**src/rtl/fifo_arb_pkg.sv**
```systemverilog
// Shared types and constants for the FIFO write arbiter.
package fifo_arb_pkg;

   // FSM encoding; only these three values are ever reachable.
   typedef enum logic [1:0] {
      ST_IDLE   = 2'd0,
      ST_ACTIVE = 2'd1,
      ST_STALL  = 2'd2
   } arb_state_e;

   localparam int DEF_FIFO_WIDTH = 16;
   localparam int DEF_NUM_REQ    = 4;
   localparam int CNT_W          = 16;

   // Width of a requester index; never below one bit so two requesters still work.
   function automatic int idx_width(input int n);
      return (n <= 2) ? 1 : $clog2(n);
   endfunction

endpackage

```
**src/rtl/rr_arbiter.sv**
```systemverilog
// Combinational round-robin picker: scans req starting at ptr, wrapping at NUM_REQ-1.
module rr_arbiter
   import fifo_arb_pkg::*;
#(
   parameter int NUM_REQ = DEF_NUM_REQ,
   parameter int IDX_W   = idx_width(NUM_REQ)
) (
   input  logic [NUM_REQ-1:0] req,
   input  logic [IDX_W-1:0]   ptr,
   output logic [NUM_REQ-1:0] gnt,
   output logic [IDX_W-1:0]   winner,
   output logic               found
);

   // First set request at or after ptr wins.
   always_comb begin
      int               idx;
      logic [IDX_W-1:0] idx_v;
      // NOTE: every output gets a default before the loop so no path leaves a value unassigned (no latch).
      gnt    = '0;
      winner = '0;
      found  = 1'b0;
      for (int k = 0; k < NUM_REQ; k++) begin
         idx = int'(ptr) + k;
         if (idx >= NUM_REQ) idx = idx - NUM_REQ;
         idx_v = IDX_W'(idx);
         if (!found && req[idx_v]) begin
            found      = 1'b1;
            winner     = idx_v;
            gnt[idx_v] = 1'b1;
         end
      end
   end

endmodule

```
**src/rtl/fifo_wr_arbiter.sv**
```systemverilog
// Round-robin arbiter sharing one FIFO write port among NUM_REQ requesters.
// Grants are throttled by FIFO full/almostfull, the write is registered one
// cycle later, and the FIFO acknowledge two cycles after the grant is routed
// back to the requester that owned the write.
// Optional: define FIFO_ARB_STATS_EN to build saturating per-requester grant counters.
module fifo_wr_arbiter
   import fifo_arb_pkg::*;
#(
   parameter int FIFO_WIDTH = DEF_FIFO_WIDTH,
   parameter int NUM_REQ    = DEF_NUM_REQ
) (
   input  logic                          clk,
   input  logic                          rst,
   input  logic [NUM_REQ-1:0]            req,
   input  logic [NUM_REQ*FIFO_WIDTH-1:0] req_data,
   output logic [NUM_REQ-1:0]            gnt,
   output logic [FIFO_WIDTH-1:0]         data_in,
   output logic                          wr_en,
   input  logic                          full,
   input  logic                          almostfull,
   input  logic                          wr_ack,
   input  logic                          overflow,
   output logic [NUM_REQ-1:0]            ack_out,
   output logic [NUM_REQ-1:0]            nack_out,
   output logic                          err_overflow,
   output logic [1:0]                    state,
   output logic [NUM_REQ*CNT_W-1:0]      grant_cnt
);

   localparam int IDX_W = idx_width(NUM_REQ);

   arb_state_e              state_q, state_d;
   logic [IDX_W-1:0]        ptr_q, ptr_d;
   logic                    wr_en_q, wr_en_d;
   logic [FIFO_WIDTH-1:0]   data_in_q, data_in_d;
   logic                    own1_vld_q, own1_vld_d;
   logic [IDX_W-1:0]        own1_idx_q, own1_idx_d;
   logic                    own2_vld_q, own2_vld_d;
   logic [IDX_W-1:0]        own2_idx_q, own2_idx_d;
   logic                    err_q, err_d;

   logic [NUM_REQ-1:0]      arb_gnt;
   logic [IDX_W-1:0]        arb_winner;
   logic                    arb_found;
   logic                    req_any;
   logic                    can_grant;
   logic                    grant_ok;
   logic [FIFO_WIDTH-1:0]   sel_data;

   rr_arbiter #(
      .NUM_REQ (NUM_REQ),
      .IDX_W   (IDX_W)
   ) u_rr_arbiter (
      .req    (req),
      .ptr    (ptr_q),
      .gnt    (arb_gnt),
      .winner (arb_winner),
      .found  (arb_found)
   );

   // Almostfull leaves room for exactly the write already in flight, so no grant then.
   assign req_any   = |req;
   assign can_grant = !full && !(almostfull && wr_en_q);
   assign grant_ok  = arb_found && can_grant && !rst;
   assign gnt       = grant_ok ? arb_gnt : '0;

   // Select the winning requester's word.
   always_comb begin
      sel_data = '0;
      for (int i = 0; i < NUM_REQ; i++) begin
         if (arb_winner == IDX_W'(i)) sel_data = req_data[i*FIFO_WIDTH +: FIFO_WIDTH];
      end
   end

   // Next-state, pointer, write port and owner pipeline.
   always_comb begin
      state_d    = state_q;
      ptr_d      = ptr_q;
      wr_en_d    = grant_ok;
      data_in_d  = data_in_q;
      own1_vld_d = grant_ok;
      own1_idx_d = arb_winner;
      own2_vld_d = own1_vld_q;
      own2_idx_d = own1_idx_q;
      err_d      = err_q | overflow;

      if (grant_ok) begin
         data_in_d = sel_data;
         ptr_d     = (arb_winner == IDX_W'(NUM_REQ - 1)) ? '0 : arb_winner + IDX_W'(1);
      end

      if (req_any && !can_grant) state_d = ST_STALL;
      else if (grant_ok)         state_d = ST_ACTIVE;
      else if (!req_any)         state_d = ST_IDLE;
   end

   // Route the FIFO acknowledge to the owner of the write two cycles after its grant.
   always_comb begin
      ack_out  = '0;
      nack_out = '0;
      if (own2_vld_q && !rst) begin
         if (wr_ack) ack_out[own2_idx_q]  = 1'b1;
         else        nack_out[own2_idx_q] = 1'b1;
      end
   end

   // State registers; reset drops any ownership still in flight.
   always_ff @(posedge clk or posedge rst) begin
      // NOTE: sequential state uses non-blocking assignments so every flop samples pre-edge values.
      if (rst) begin
         state_q    <= ST_IDLE;
         ptr_q      <= '0;
         wr_en_q    <= 1'b0;
         data_in_q  <= '0;
         own1_vld_q <= 1'b0;
         own1_idx_q <= '0;
         own2_vld_q <= 1'b0;
         own2_idx_q <= '0;
         err_q      <= 1'b0;
      end else begin
         state_q    <= state_d;
         ptr_q      <= ptr_d;
         wr_en_q    <= wr_en_d;
         data_in_q  <= data_in_d;
         own1_vld_q <= own1_vld_d;
         own1_idx_q <= own1_idx_d;
         own2_vld_q <= own2_vld_d;
         own2_idx_q <= own2_idx_d;
         err_q      <= err_d;
      end
   end

   assign state        = state_q;
   assign wr_en        = wr_en_q;
   assign data_in      = data_in_q;
   assign err_overflow = err_q;

`ifdef FIFO_ARB_STATS_EN
   logic [CNT_W-1:0] cnt_q [NUM_REQ];
   logic [CNT_W-1:0] cnt_d [NUM_REQ];

   // Count grants per requester, saturating at all-ones.
   always_comb begin
      for (int i = 0; i < NUM_REQ; i++) begin
         cnt_d[i] = cnt_q[i];
         if (gnt[i] && (cnt_q[i] != {CNT_W{1'b1}})) cnt_d[i] = cnt_q[i] + CNT_W'(1);
      end
   end

   // Counter registers.
   always_ff @(posedge clk or posedge rst) begin
      if (rst) begin
         for (int i = 0; i < NUM_REQ; i++) cnt_q[i] <= '0;
      end else begin
         for (int i = 0; i < NUM_REQ; i++) cnt_q[i] <= cnt_d[i];
      end
   end

   // Pack counters onto the flat output bus.
   always_comb begin
      grant_cnt = '0;
      for (int i = 0; i < NUM_REQ; i++) grant_cnt[i*CNT_W +: CNT_W] = cnt_q[i];
   end
`else
   assign grant_cnt = '0;
`endif

endmodule

```
**config.mk**
```make
export PLATFORM = sky130hd
export DESIGN_NAME = fifo_wr_arbiter
export DESIGN_NICKNAME = d
export VERILOG_FILES = /design/src/rtl/fifo_arb_pkg.sv /design/src/rtl/rr_arbiter.sv /design/src/rtl/fifo_wr_arbiter.sv
export SDC_FILE = /design/constraint.sdc
export NUM_CORES = 1
export LEC_CHECK = 0
export ABC_AREA = 1
export CAP_MARGIN = 40
export CELL_PAD_IN_SITES_DETAIL_PLACEMENT = 1
export CELL_PAD_IN_SITES_GLOBAL_PLACEMENT = 2
export CORE_UTILIZATION = 19
export DETAILED_ROUTE_END_ITERATION = 12
export GPL_TIMING_DRIVEN = 1
export PLACE_DENSITY = 0.94
export SETUP_SLACK_MARGIN = 0.1
export SYNTH_ARGS = -nofsm -noshare
export SYNTH_HDL_FRONTEND = slang
export SYNTH_SLANG_ARGS = --single-unit
```
**constraint.sdc**
```tcl
create_clock -name clk -period 6.87 [get_ports clk]
set_input_delay 1.0305 -clock clk [delete_from_list [all_inputs] [get_ports clk]]
set_output_delay 1.0305 -clock clk [all_outputs]
set_load 0.005 [all_outputs]
```
Word level (Yosys, flattened, before mapping) --
Cells that the tools add are included.
Word-level totals: register bits after elaboration 27, input bits 74, logic and storage cells 108
Operators by class: $add $sub $neg 8, order comparisons 14, eq/ne operators 4, muxes and demuxes 47, bitwise operators 4, reductions and logical operators 23
Operators with widths (number):
- $mux W16 | 4
- $mux W4 | 9
- $mux W2 | 12
- $lt A2 B3 Y1 const B | 5
- $logic_and A1 B1 Y1 | 14
- $mux W1 | 13
- $or A4 B4 Y4 | 3
- $demux W1 S2 | 5
- $ge A2 B1 Y1 const B | 5
- $ge A3 B3 Y1 const B | 3
- $bmux W1 S2 | 4
- $sub A2 B1 Y2 const B | 4
- $logic_not A1 Y1 | 7
- $add A2 B2 Y3 const B | 2
- $eq A2 B2 Y1 const B | 2
- $reduce_or A4 Y1 | 1
- $add A2 B1 Y3 const B | 1
- $ge A2 B3 Y1 const B | 1
- $ne A3 B1 Y1 const B | 1
- $add A2 B1 Y2 const B | 1
- $eq A2 B1 Y1 const B | 1
- $logic_not A2 Y1 | 1
- $or A1 B1 Y1 | 1

Logic depth before layout (Yosys ltp) --
Gate-level depths: netlist of run 1.
depth in word-level cells 19, gate-level depth with buffers 21, mapped depth without buffers 18

Hierarchy --
Synthesis of run 1 repeated with hierarchy kept, for this count alone.
Unflattened totals: cell total of the unflattened synthesis 414, area, all modules 2782.7 µm²
Modules (own cells, without submodules):
- fifo_wr_arbiter | instances 1, cells an instance 340, area an instance 2342.2 µm², sequential area each 675.6 µm²
- rr_arbiter | instances 1, cells an instance 74, area an instance 440.4 µm², sequential area each 0.0 µm²

Worst setup path after synthesis of run 1 --
Ideal clock, no wire load.
path type input to register, start point in req[3], end point reg data_in_q[10] (netlist: data_in[10]), arrival 2.835 ns, setup slack 3.953 ns, stages on the path 19, cell sequence inv_1 nand2_1 nand3_2 nand2_4 nor2_4 buf_6 nand3_2 nand3_1 inv_1 nand2_2 inv_2 ha_1 buf_2 nor2_2 buf_4 nand2_1 nand2_1 o211ai_1 a31oi_1
Between the ends: longest elaborated chain between the ends 17, elaborated cells between the ends (all ways) 32, those cells by class eq/ne: 3; mux: 20; reduce/logical: 9
Ends and longest elaborated chain:
- start: declaration | RTL line fifo_wr_arbiter.sv:14 | input logic [NUM_REQ-1:0] req,
- $bmux W1 S2 | RTL line rr_arbiter.sv:27 | if (!found && req[idx_v]) begin
- $mux W1 (implied by the code) | RTL line rr_arbiter.sv:27
- $mux W1 | RTL line rr_arbiter.sv:27
- $logic_not A1 Y1 | RTL line rr_arbiter.sv:27
- $logic_and A1 B1 Y1 | RTL line rr_arbiter.sv:27
- $mux W1 | RTL line rr_arbiter.sv:27
- $logic_not A1 Y1 | RTL line rr_arbiter.sv:27
- $logic_and A1 B1 Y1 | RTL line rr_arbiter.sv:27
- $mux W1 | RTL line rr_arbiter.sv:27
- $logic_not A1 Y1 | RTL line rr_arbiter.sv:27
- $logic_and A1 B1 Y1 | RTL line rr_arbiter.sv:27
- $mux W2 * | RTL line rr_arbiter.sv:27
- via arb_winner[1] | RTL line fifo_wr_arbiter.sv:43 | logic [IDX_W-1:0] arb_winner;
- $logic_not A2 Y1 | RTL line fifo_wr_arbiter.sv:71 | if (arb_winner == IDX_W'(i)) sel_data = req_data[i*FIFO_WIDTH +: FIFO_WIDTH];
- $mux W16 (3 in series) | RTL line fifo_wr_arbiter.sv:71
- $mux W16 * | RTL line fifo_wr_arbiter.sv:71
- end signal: assignment | RTL line fifo_wr_arbiter.sv:124 | data_in_q <= data_in_d;
- end: declaration | RTL line fifo_wr_arbiter.sv:35 | logic [FIFO_WIDTH-1:0] data_in_q, data_in_d;
Mark *: on every way through the listed nets, which the timed path passes. The rest lies on a longest branch. The select of a mux whose other input is x is not followed. A chain may end at the register's enable or synchronous reset.

Worst setup path after layout of run 1 --
start point in req[3], end point out gnt[1]
Between the ends: longest elaborated chain between the ends 15, elaborated cells between the ends (all ways) 28, those cells by class mux: 17; bitwise: 3; reduce/logical: 8
Ends and longest elaborated chain:
- $bmux W1 S2 | RTL line rr_arbiter.sv:27
- $mux W1 (implied by the code) | RTL line rr_arbiter.sv:27
- $mux W1 | RTL line rr_arbiter.sv:27
- $logic_not A1 Y1 | RTL line rr_arbiter.sv:27
- $logic_and A1 B1 Y1 | RTL line rr_arbiter.sv:27
- $mux W1 | RTL line rr_arbiter.sv:27
- $logic_not A1 Y1 | RTL line rr_arbiter.sv:27
- $logic_and A1 B1 Y1 | RTL line rr_arbiter.sv:27
- $mux W1 | RTL line rr_arbiter.sv:27
- $logic_not A1 Y1 | RTL line rr_arbiter.sv:27
- $logic_and A1 B1 Y1 | RTL line rr_arbiter.sv:27
- $mux W1 | RTL line rr_arbiter.sv:27
- $logic_and A1 B1 Y1 (2 in series) | RTL line fifo_wr_arbiter.sv:64 | assign grant_ok = arb_found && can_grant && !rst;
- $mux W4 * | RTL line fifo_wr_arbiter.sv:65 | assign gnt = grant_ok ? arb_gnt : '0;
- end: declaration | RTL line fifo_wr_arbiter.sv:16 | output logic [NUM_REQ-1:0] gnt,
Every way passes the cells marked *; elsewhere a longest branch is shown, timed or not. The select of a mux whose other input is x is not followed.

==> results by stage, run 1 <==
Die:
- The die is 117 um tall.
- Once the floorplan was initialized, standard cells occupied 19.7% of the core.
- 170 I/O pins were placed.
- The die boundary width is 117 um.
- The die footprint is 0.0137 mm2.
- The core region is 0.0127 mm2.
- In this run the core area contains 41 standard-cell rows.

Place:
- The routability congestion estimate from global placement is 0.821.
- Input and output buffers added on the ports amount to 105.
- The detailed placement HPWL is 6950 um.

Timing:
- The final total negative setup slack is 0 ps.
- On the final layout, the worst clock skew is 4.42 ps.
- Setup violations remaining at the end of the flow were counted as 0.
- The count of endpoints failing hold in the final timing report is 0.
- The slew at the pin closest to its max-slew limit is 726 ps.
- Setup repair after global routing left no endpoint under its margin.
- Subtracting the final worst setup slack from the clock period gives 4020 ps.
- In this run the tightest slew margin relative to its limit is 51.6%.
- The number of slew-limit violations in the final report is 0.
- The maximum frequency from static timing analysis is 0.249 GHz.
- The worst path uses 58.6% of the clock period.

GRT:
- The total grt overflow is 0.
- The global-route wire length before repair is 12,800 um.
- The number of global-route vias before repair came to 2,551.
- The number of antenna violations at the first check in global routing is 0.
- The largest net degree at the start of global routing is 37.
- The global-route track usage on met2 is 21.9%.
- The layer with the highest usage is met2.
- The met3 track utilization from global routing is 2.27%.
- Global routing used 14.8% of the available met1 tracks.
- Across every metal layer, demand over resource in global routing totals 11.9%.

Clocking:
- The cell sitting at the root of the clock tree is a clkbuf_16.
- For the worst-skew pair, the clock arrives at the later sink with an insertion delay of 260 ps.
- The number of H-tree branching levels is 1.
- The number of gates resized after CTS was 0.
- For this design, the sink count on the clock tree is 27.
- In this run the post-CTS setup repair buffer count came out at 0.
- The number of clock buffers added by TritonCTS is 3.
- In this run the deepest clock path goes through 2 buffers.
- TritonCTS built the clock tree.
- In this run, post-CTS hold repair placed 0 buffers.
- The register clock-pin slew on the reported worst setup and hold paths is 70 ps.

Status:
- The run finished with clean final reports.

Detailed routing:
- The via count normalized by instance count is 4.06.
- The violation count after the first detailed-routing iteration is 87.
- The vias after detailed routing is 2,511.
- The DRC violations left is 0.
- The first TritonRoute pass finished after 4 iterations.
- The count of antenna-violating nets left after detailed routing is 0.
- Wires add up to 8340 um.
- The average wire per cell in the routed design is 13.5 um.

Logic synthesis:
- The count of unique library cells instantiated by Yosys is 25.
- Counting instances in the post-synthesis netlist gives the leading cell types as 85 x nand2_1, 65 x buf_4, 28 x nor2_1, 27 x dfrtp_1, 23 x a21oi_1.
- By area the synthesized netlist is led by dfrtp_1 27%, buf_4 19%, nand2_1 13%.
- Yosys printed 0 warnings.
- The top cell type by area accounts for 26.9% of the synthesized area.
- Averaged over all synthesized cells, the footprint is 7.12 um2.
- The part of the Yosys area used for sequential elements is 26.9%.
- Synthesis handed over a netlist of 352 instances.
- The share of flip-flops with an asynchronous set or reset after synthesis is 100%.
- The number of synthesized register bits is 27.
- nand2_1 is the most common cell in the netlist.
- Counting flops with a built-in enable in the synthesized netlist gives 0.
- The most used flip-flop cell after synthesis is dfrtp_1.
- In this run the cell area of the synthesized design comes to 0.00251 mm2.
- The cell type with the largest total area after synthesis is dfrtp_1.

Power:
- Summed over all cells, the static leakage comes to 1.60 nW.
- The areal power density over the cells is 451 mW/mm2.
- The maximum resistive drop on vdd is 117 uV.

Run:
- The max-cap violation count is 0.

Finish:
- In the final design database the tool counted 534 nets.
- The repair_antennas step left the layout with diodes totalling 0.
- Cells fill 27.9% of the core in the end.
- The number of fill cells in the layout is 1,613.
- The post-route netlist has 5.59% of its cells at a drive strength greater than 1.
- Relative to the synthesized area, the layout overhead comes to 41.7%.

Setup path:
- Data on the critical path arrives at its endpoint at 2990 ps.
- The maximum net fanout on the critical path is 6.
- The worst setup path is launched from an input pin.
- The critical path's largest stage delay is 500 ps.
- The worst setup path is captured at a primary output.
- The combined buffer and inverter count along the critical path is 4.
- The worst setup path is of the input pin to primary output kind.
- Among cell families on the critical path, the largest total delay comes from buffers and inverters.
- The worst-path cell with the longest stage delay is clkdlybuf4s50_1.
- Traced cell by cell, the critical path runs through clkdlybuf4s50_1, inv_1, nand2_1, nand3_2, nand2_4, nor2_2, a21oi_1, nand3_1, nand2_1, inv_1, clkdlybuf4s50_1.
- The required time of the worst setup path is 5840 ps.

Hold path:
- The type of the tightest min-delay check is flip-flop to flip-flop.
[final cells by class]
type | count | area [um2] | share of cell area (%)
multi-input cells | 283 | 1400 | 39.5
repair buffers | 107 | 1070 | 30.2
flip-flops and latches | 27 | 676 | 19.0
well taps | 172 | 215 | 6.06
inverters | 26 | 103 | 2.89
clock buffers | 3 | 75.1 | 2.11
clock inverters | 1 | 7.51 | 0.211
[cells in the final DEF, fill, tap and decap left out]
| cell type | count |
|---|---|
| a21boi_0 | 4 |
| a21oi_1 | 23 |
| a31oi_1 | 16 |
| buf_4 | 1 |
| buf_8 | 1 |
| clkbuf_16 | 3 |
| clkdlybuf4s50_1 | 105 |
| clkinvlp_4 | 1 |
| conb_1 | 64 |
| dfrtp_1 | 27 |
| ha_1 | 12 |
| inv_1 | 21 |
| inv_2 | 4 |
| inv_6 | 1 |
| nand2_1 | 85 |
| nand2_2 | 5 |
| nand2_4 | 2 |
| nand3_1 | 15 |
| nand3_2 | 2 |
| nand4_1 | 6 |
| nor2_1 | 27 |
| nor2_2 | 3 |
| nor2_4 | 1 |
| o211ai_1 | 16 |
| o21ai_0 | 1 |
| or2_2 | 1 |
[cell families after synthesis]
kind of cell / synth area share, %
buffers and inverters: 26.6
AOI/OAI and AO/OA: 14.8
adders and majority gates: 5.99
DFF: 26.9
other: 0.150
and+or+nand+nor: 25.5
[through the flow]
stage | hold WS [ps] | total power [mW] | area [um2] | cells | setup WS, ps
finish | 349 | 1.60 | 3550 | 619 | 2850
global route | 366 | 1.79 | 3550 | 619 | 2450
CTS | 352 | 1.64 | 3550 | 619 | 2820
detailed placement | 337 | 1.49 | 3470 | 615 | 2540
global placement | 336 | 1.43 | 3460 | 614 | 2670
floorplan | 331 | 1.11 | 2740 | 415 | 3950
[worst paths after layout]
kind / from / to / slack [ps] / cells past startpoint
max in group asynchronous: rst / data_in[10]$_DFFE_PP0P_ / 5030 / 3
setup reg to reg: ptr_q[0]$_DFFE_PP0P_ / data_in[7]$_DFFE_PP0P_ / 3060 / 14
min in group asynchronous: rst / ptr_q[0]$_DFFE_PP0P_ / 1300 / 2
setup / recovery: req[3] / gnt[1] / 2850 / 11
hold reg to reg: own1_idx_q[1]$_DFF_PP0_ / own2_idx_q[1]$_DFF_PP0_ / 350 / 0
hold / removal: own1_idx_q[1]$_DFF_PP0_ / own2_idx_q[1]$_DFF_PP0_ / 350 / 0
[power by group]
part / total (mW) / internal [mW] / switching (mW)
clock network: 0.139 / 0.0793 / 0.0596
registers: 0.285 / 0.228 / 0.0567
logic: 1.18 / 0.451 / 0.729
[routing by layer]
| layer | up-vias | wire, um |
|---|---|---|
| met5 | - | 0 |
| met4 | 0 | 43 |
| met3 | 10 | 578 |
| met2 | 124 | 4170 |
| met1 | 1166 | 3540 |
| li1 | 1211 | - |
[flip-flops by register name, indices dropped and copies added (netlist names)]
signal,count
data_in,16
err_overflow,1
own1_idx_q,2
own1_vld_q,1
own2_idx_q,2
own2_vld_q,1
ptr_q,2
state,2
No activity file was read; power rests on OpenSTA's default activity.
==> inputs of run 2 (changes only) <==
--- a/config.mk
+++ b/config.mk
@@ -9,10 +9,10 @@
 export CAP_MARGIN = 40
 export CELL_PAD_IN_SITES_DETAIL_PLACEMENT = 1
 export CELL_PAD_IN_SITES_GLOBAL_PLACEMENT = 2
-export CORE_UTILIZATION = 19
+export CORE_UTILIZATION = 18
 export DETAILED_ROUTE_END_ITERATION = 12
 export GPL_TIMING_DRIVEN = 1
-export PLACE_DENSITY = 0.94
+export PLACE_DENSITY = 0.9
 export SETUP_SLACK_MARGIN = 0.1
 export SYNTH_ARGS = -nofsm -noshare
 export SYNTH_HDL_FRONTEND = slang
==> constraint.sdc (replaced) <==
create_clock -name clk -period 3.8 [get_ports clk]
set_input_delay 0.57 -clock clk [delete_from_list [all_inputs] [get_ports clk]]
set_output_delay 0.57 -clock clk [all_outputs]
set_load 0.005 [all_outputs]
==> run 2 against run 1 <==
Sequential share of layout area down 0.17 points. Via count about the same. Global-route usage down 0.43 points. Largest cell class unchanged. Clock power up 76%. Largest power group unchanged.
==> results by stage, run 2 (same netlist as run 1, synthesis figures left out) <==
Timing:
- The largest clock skew in the final design is 2.68 ps (was 4.42 ps).
- For this run, the top clock speed supported by timing is 0.295 GHz.
- The final total negative setup slack is 0 ps (unchanged).
- Setup repair after global routing missed its margin: false (unchanged).
- The final period demand of the worst path is 3390 ps.
- The tightest slew margin relative to the limit is 64.8% (was 51.6%).
- The final number of setup-violating endpoints is 0 (unchanged).
- The number of slew-limit violations in the final report is 0 (unchanged).
- The final critical path takes up 89.2% of the cycle.
- The slew at the pin closest to its max-slew limit is 528 ps (was 726 ps).
- The count of endpoints failing hold in the final timing report is 0 (unchanged).

Finish:
- The share of cells above drive strength 1 is 6.43% (was 5.59%).
- The most common cell after layout, fill and taps aside is clkdlybuf4s50_1 (unchanged).
- The footprint of the flip-flops and latches came to 676 um2 (unchanged).
- The final layout net count is 538 (was 534).
- The final cell utilization of the core came to 26.8% (was 27.9%).
- The post-synthesis to final-layout area growth is 43.0% (was 41.7%).
- The number of flip-flops in the largest register is 16 (unchanged).
- The count of antenna diodes in the layout is 0 (unchanged).
- The number of fill cells in the layout is 1,648 (was 1,613).
- The post-layout instance count excluding filler cells is 627 (was 619).
- The total area of multi-input combinational cells was 0.00141 mm2 (was 0.00140 mm2).
- Commonest cells after routing, fill and taps aside: 105 x clkdlybuf4s50_1, 85 x nand2_1, 64 x conb_1, 27 x nor2_1, 27 x dfrtp_1 (unchanged).

Setup path:
- The endpoint of the worst-slack reg-to-reg timing path is data_in[6]$_DFFE_PP0P_ (was data_in[7]$_DFFE_PP0P_).
- The endpoint kind of the worst setup timing path is a primary output (unchanged).
- The critical path's largest stage delay is 670 ps (was 500 ps).
- The slack of the worst reg-to-reg path is 620 ps (was 3060 ps).
- The combined buffer and inverter count along the critical path was 4 (unchanged).
- The data arrival time of the critical path is 2820 ps (was 2990 ps).
- The worst-path cell with the longest stage delay is dfrtp_1 (was clkdlybuf4s50_1).
- The maximum net fanout on the critical path is 13 (was 6).
- The worst setup path category is flip-flop to primary output (was input pin to primary output).
- The count of cells along the worst register-to-register path is 18 (was 14).
- The source of the worst register-to-register timing path is ptr_q[0]$_DFFE_PP0P_ (unchanged).
- The critical path launch point type is a flip-flop (was input pin).
- The critical path's top delay family is buffers and inverters (unchanged).
- The required time of the worst setup path is 3230 ps (was 5840 ps).
- CP cell instances: inv_6, ha_1, inv_1, nand3_1, nand2_1, nor2_2, a21oi_1, nand3_1, nand2_1, inv_1, clkdlybuf4s50_1 (was clkdlybuf4s50_1, inv_1, nand2_1, nand3_2, nand2_4, nor2_2, a21oi_1, nand3_1, nand2_1, inv_1, clkdlybuf4s50_1).

GRT:
- The number of antenna violations at the first check in global routing is 0 (unchanged).
- The largest net degree at the start of global routing is 23 (was 37).
- The number of global-route vias before repair is 2,559 (was 2,551).
- The all-layer global routing usage is 11.4% (was 11.9%).
- The global-route wire length before repair was 13,200 um (was 12,800 um).
- The total grt overflow is 0 (unchanged).

Detailed routing:
- The vias after detailed routing is 2,513 (was 2,511).
- The count of antenna-violating nets left after detailed routing was 0 (unchanged).
- The average wire per cell in the routed design is 13.4 um (was 13.5 um).
- The first-pass iteration count of the detailed router is 4 (unchanged).
- The via count normalized by instance count is 4.01 (was 4.06).
- The violation count after the first detailed-routing iteration is 112 (was 87).
- The DRC violations left came to 0 (unchanged).
- The detailed-route wire length is 8430 um (was 8340 um).

Run:
- The max-cap violation count is 0 (unchanged).

Clocking:
- The number of gates given a new drive strength after cts is 0 (unchanged).
- The maximum clock insertion buffer count is 2 (unchanged).
- The clock sink count was 27 (unchanged).
- The clock latency at the later pin of the worst-skew pair is 260 ps (about the same).
- The number of H-tree branching levels is 1 (unchanged).
- The TritonCTS buffer count is 3 (unchanged).
- The buffer type at the clock tree root is clkbuf_16 (unchanged).
- The register clock-pin slew on the reported worst setup and hold paths is 70 ps (about the same).
- The hold buffer count at CTS is 0 (unchanged).
- The number of post-CTS setup repair buffers is 0 (unchanged).
- The TritonCTS clock tree is done (unchanged).

Hold path:
- The critical hold path startpoint is own1_idx_q[1]$_DFF_PP0_ (unchanged).
- The depth of the worst hold-timing path is 0 (unchanged).
- The type of the tightest min-delay check is flip-flop to flip-flop (unchanged).
- The end of the worst hold path was own2_idx_q[1]$_DFF_PP0_ (unchanged).

Die:
- The area of the placeable core is 0.0134 mm2 (was 0.0127 mm2).
- The I/O pin total was 170 (unchanged).
- The initial standard-cell utilization of the core was 18.7% (was 19.7%).
- The row count came to 42 (was 41).
- The chip height is 120 um (was 117 um).
- The die footprint is 0.0144 mm2 (was 0.0137 mm2).
- The die boundary width was 120 um (was 117 um).

Place:
- The instance count after placement with tap cells included is 623 (was 615).
- The detailed placement HPWL is 6990 um (was 6950 um).
- The routability congestion estimate from global placement is 0.802 (was 0.821).
- The number of buffers inserted by port buffering came to 105 (unchanged).

Power:
- The maximum resistive drop on vdd is 281 uV (was 117 uV).
- The areal power density over the cells was 833 mW/mm2 (was 451 mW/mm2).
- The static power due to leakage was 1.62 nW (was 1.60 nW).

Status:
- Run status: finished, final reports clean (unchanged).
[run 2: cell count changes in the layout (fill, tap and decap cells not counted)]
cell	delta
buf_4	+5
buf_8	-1
nor2_2	-1
nor2_4	+1
[run 2: layout make-up]
type | count | share of cell area (%)
clock buffer | 3 | 2.09
clock inverter | 1 | 0.209
inverter | 26 | 2.86
multi-input combinational | 283 | 39.3
sequential | 27 | 18.8
tap | 176 | 6.14
timing repair buffer | 111 | 30.6
[run 2: metal layers]
layer | global-route usage, % | vias to the layer above | part of all wire (%)
li1 | - | 1214 | -
met1 | 14.6 | 1182 | 44
met2 | 19.9 | 113 | 48
met3 | 2.85 | 4 | 7.3
met4 | 1.09 | 0 | 0.37
met5 | 0 | - | 0
[run 2: per-stage QoR]
step	setup slack (ps)	cell area, um2	total power [mW]	hold WS [ps]
floorplan	1070	2740	2.01	331
global placement	678	3500	2.69	337
detailed placement	606	3500	2.77	336
CTS	387	3590	3.04	354
global route	179	3590	3.30	358
finish	410	3590	2.99	350
[run 2: power by group]
part / total [mW] / switching, mW / leakage [nW] / internal (mW)
Combinational: 2.22 / 1.36 / 1.27 / 0.862
Sequential: 0.520 / 0.107 / 0.312 / 0.413
Clock: 0.245 / 0.102 / 0.0371 / 0.143
Total: 2.99 / 1.57 / 1.62 / 1.42
[run 2: how the worst max path moves through the flow]
| stage | end | cells after the start | startpoint | slack, ps |
|---|---|---|---|---|
| finish | gnt[0] | 11 | ptr_q[0]$_DFFE_PP0P_ | 410 |
| global route | gnt[1] | 11 | ptr_q[0]$_DFFE_PP0P_ | 180 |
| CTS | gnt[0] | 11 | ptr_q[0]$_DFFE_PP0P_ | 390 |
| detailed placement | data_in[6]$_DFFE_PP0P_ | 18 | ptr_q[0]$_DFFE_PP0P_ | 610 |
| global placement | gnt[2] | 8 | req[0] | 680 |
| floorplan | data_in[13]$_DFFE_PP0P_ | 21 | ptr_q[0]$_DFFE_PP0P_ | 1070 |
==> inputs of run 3 (changes only) <==
--- a/config.mk
+++ b/config.mk
@@ -10,6 +10,8 @@
 export CELL_PAD_IN_SITES_DETAIL_PLACEMENT = 1
 export CELL_PAD_IN_SITES_GLOBAL_PLACEMENT = 2
 export CORE_UTILIZATION = 18
+export CTS_BUF_LIST = sky130_fd_sc_hd__clkbuf_8
+export CTS_CLUSTER_SIZE = 10
 export DETAILED_ROUTE_END_ITERATION = 12
 export GPL_TIMING_DRIVEN = 1
 export PLACE_DENSITY = 0.9
==> run 3 against run 2 <==
Flip-flop and latch count unchanged. Sequential power barely moved. Global-route usage about the same. Clock skew rose by 4.0 ps. Sequential share of layout area is 0.18 points higher. Hold slack gained 7.3 ps. Critical path depth is the same. Cell count unchanged. Clock power decreased by 30%. Critical path type unchanged. Critical endpoint unchanged. Largest cell class unchanged. Highest routed layer unchanged.
==> results by stage, run 3 (same netlist as run 1, synthesis figures left out) <==
Timing:
- The final period utilization came to 89.7% (was 89.2%).
- The slew at the pin closest to its max-slew limit is 529 ps (was 528 ps).
- The number of slew-limit violations in the final report was 0 (unchanged).
- The worst setup margin is 390 ps (was 410 ps).
- The final total negative setup slack is 0 ps (unchanged).
- Setup repair after global routing missed its margin: false (unchanged).
- The count of endpoints failing hold in the final timing report came to 0 (unchanged).
- The final number of setup-violating endpoints was 0 (unchanged).
- The maximum frequency from static timing analysis is 0.293 GHz (was 0.295 GHz).
- The tightest slew margin relative to the limit is 64.7% (was 64.8%).
- The final period demand of the worst path was 3410 ps (was 3390 ps).
- The largest clock skew in the final design is 6.68 ps (was 2.68 ps).

Clocking:
- The number of H-tree branching levels is 1 (unchanged).
- The register clock-pin slew on the reported worst setup and hold paths is 100 ps (was 70 ps).
- The number of post-CTS setup repair buffers was 0 (unchanged).
- The clock latency at the later pin of the worst-skew pair is 280 ps (was 260 ps).
- The hold buffer count at CTS is 0 (unchanged).
- The number of gates given a new drive strength after cts came to 0 (unchanged).
- The TritonCTS buffer count came to 3 (unchanged).
- The buffer type at the clock tree root was clkbuf_8 (was clkbuf_16).
- The maximum clock insertion buffer count was 2 (unchanged).
- The clock sink count was 27 (unchanged).
- The TritonCTS clock tree is done (unchanged).

Finish:
- The share of cells above drive strength 1 was 6.43% (unchanged).
- The final layout net count came to 538 (unchanged).
- The post-synthesis to final-layout area growth is 41.7% (was 43.0%).
- The most common cell after layout, fill and taps aside is clkdlybuf4s50_1 (unchanged).
- The number of flip-flops in the largest register is 16 (unchanged).
- The number of fill cells in the layout was 1,653 (was 1,648).
- The count of antenna diodes in the layout came to 0 (unchanged).
- The final design instance area without fill is 0.00355 mm2 (was 0.00359 mm2).
- Commonest cells after routing, fill and taps aside: 105 x clkdlybuf4s50_1, 85 x nand2_1, 64 x conb_1, 27 x nor2_1, 27 x dfrtp_1 (unchanged).

Die:
- The initial standard-cell utilization of the core is 18.7% (unchanged).
- The area of the placeable core is 0.0134 mm2 (unchanged).
- The I/O pin total is 170 (unchanged).
- The die boundary width is 120 um (unchanged).
- The row count is 42 (unchanged).
- The die footprint came to 0.0144 mm2 (unchanged).
- The chip height is 120 um (unchanged).

Run:
- The max-cap violation count is 0 (unchanged).

Status:
- Run status: finished, final reports clean (unchanged).

Detailed routing:
- The detailed-route wire length is 8410 um (was 8430 um).
- The via count normalized by instance count was 4.02 (was 4.01).
- The DRC violations left is 0 (unchanged).
- The count of antenna-violating nets left after detailed routing is 0 (unchanged).
- The average wire per cell in the routed design came to 13.4 um (about the same).
- The vias after detailed routing is 2,523 (was 2,513).
- The violation count after the first detailed-routing iteration came to 100 (was 112).
- The first-pass iteration count of the detailed router is 4 (unchanged).

Hold path:
- The type of the tightest min-delay check is flip-flop to flip-flop (unchanged).

Place:
- The number of buffers inserted by port buffering came to 105 (unchanged).
- The setup slack at placement came to 606 ps (unchanged).
- The detailed placement HPWL was 6990 um (unchanged).
- The total placed instance area is 0.00350 mm2 (unchanged).
- The routability congestion estimate from global placement is 0.802 (unchanged).

GRT:
- The number of antenna violations at the first check in global routing was 0 (unchanged).
- The largest net degree at the start of global routing is 23 (unchanged).
- The total grt overflow is 0 (unchanged).
- The number of global-route vias before repair is 2,556 (was 2,559).
- The all-layer global routing usage was 11.4% (about the same).
- The global-route wire length before repair is 13,100 um (was 13,200 um).

Setup path:
- The critical path launch point type is a flip-flop (unchanged).
- The endpoint kind of the worst setup timing path is a primary output (unchanged).
- The worst setup path category is flip-flop to primary output (unchanged).
- The data arrival time of the critical path is 2840 ps (was 2820 ps).
- The maximum net fanout on the critical path was 13 (unchanged).
- The required time of the worst setup path is 3230 ps (about the same).

Power:
- The areal power density over the cells is 819 mW/mm2 (was 833 mW/mm2).
- The maximum resistive drop on vdd is 280 uV (was 281 uV).
- The static power due to leakage is 1.61 nW (was 1.62 nW).
-- run 3: final cells by class --
type | count | area (um2) | area share (%)
sequential | 27 | 676 | 19.0
tap | 176 | 220 | 6.20
timing repair buffer | 111 | 1100 | 30.9
clock inverter | 1 | 7.51 | 0.211
multi-input combinational | 283 | 1410 | 39.7
clock buffer | 3 | 41.3 | 1.16
inverter | 26 | 103 | 2.89
-- run 3: metal layers --
layer	GRT usage, %	routed length, um	up-vias
met2	19.9	4060	118
met4	1.33	39	0
met3	2.85	624	6
met5	0	0	-
met1	14.5	3680	1186
li1	-	-	1213
-- run 3: worst max-delay path: stages, from the launching register on --
cell,delay [ps]
dfrtp_1,680
inv_6,90
ha_1,380
inv_1,110
nand3_1,100
nand2_1,90
nor2_2,240
a21oi_1,120
nand3_1,110
nand2_1,70
inv_1,70
clkdlybuf4s50_1,490
-- run 3: final timing paths --
| check | start | end | slack, ps | cells after the start |
|---|---|---|---|---|
| min in group asynchronous | rst | state[0]$_DFFE_PP0P_ | 770 | 2 |
| max reg2reg | ptr_q[0]$_DFFE_PP0P_ | data_in[11]$_DFFE_PP0P_ | 630 | 18 |
| min reg2reg | own1_idx_q[1]$_DFF_PP0_ | own2_idx_q[1]$_DFF_PP0_ | 360 | 0 |
| min | own1_idx_q[1]$_DFF_PP0_ | own2_idx_q[1]$_DFF_PP0_ | 360 | 0 |
| max in group asynchronous | rst | ptr_q[1]$_DFFE_PP0P_ | 2410 | 3 |
| max | ptr_q[0]$_DFFE_PP0P_ | gnt[0] | 390 | 11 |
-- run 3: power by group --
part           total (mW)  switching (mW)  internal, mW
Clock               0.171          0.0962        0.0746
Sequential          0.519           0.106         0.412
Combinational        2.22            1.36         0.861
Total                2.91            1.56          1.35
-- run 3: stage by stage --
| step | hold slack (ps) | utilization [%] | power (mW) | cells |
|---|---|---|---|---|
| 4_1_cts | 363 | 26.5 | 2.96 | 627 |
| 3_3_place_gp | 337 | 26.1 | 2.69 | 623 |
| 6_report | 358 | 26.5 | 2.91 | 627 |
| 2_1_floorplan | 331 | - | 2.01 | 415 |
| 3_5_place_dp | 336 | 26.1 | 2.77 | 623 |
| 5_1_grt | 367 | 26.5 | 3.22 | 627 |
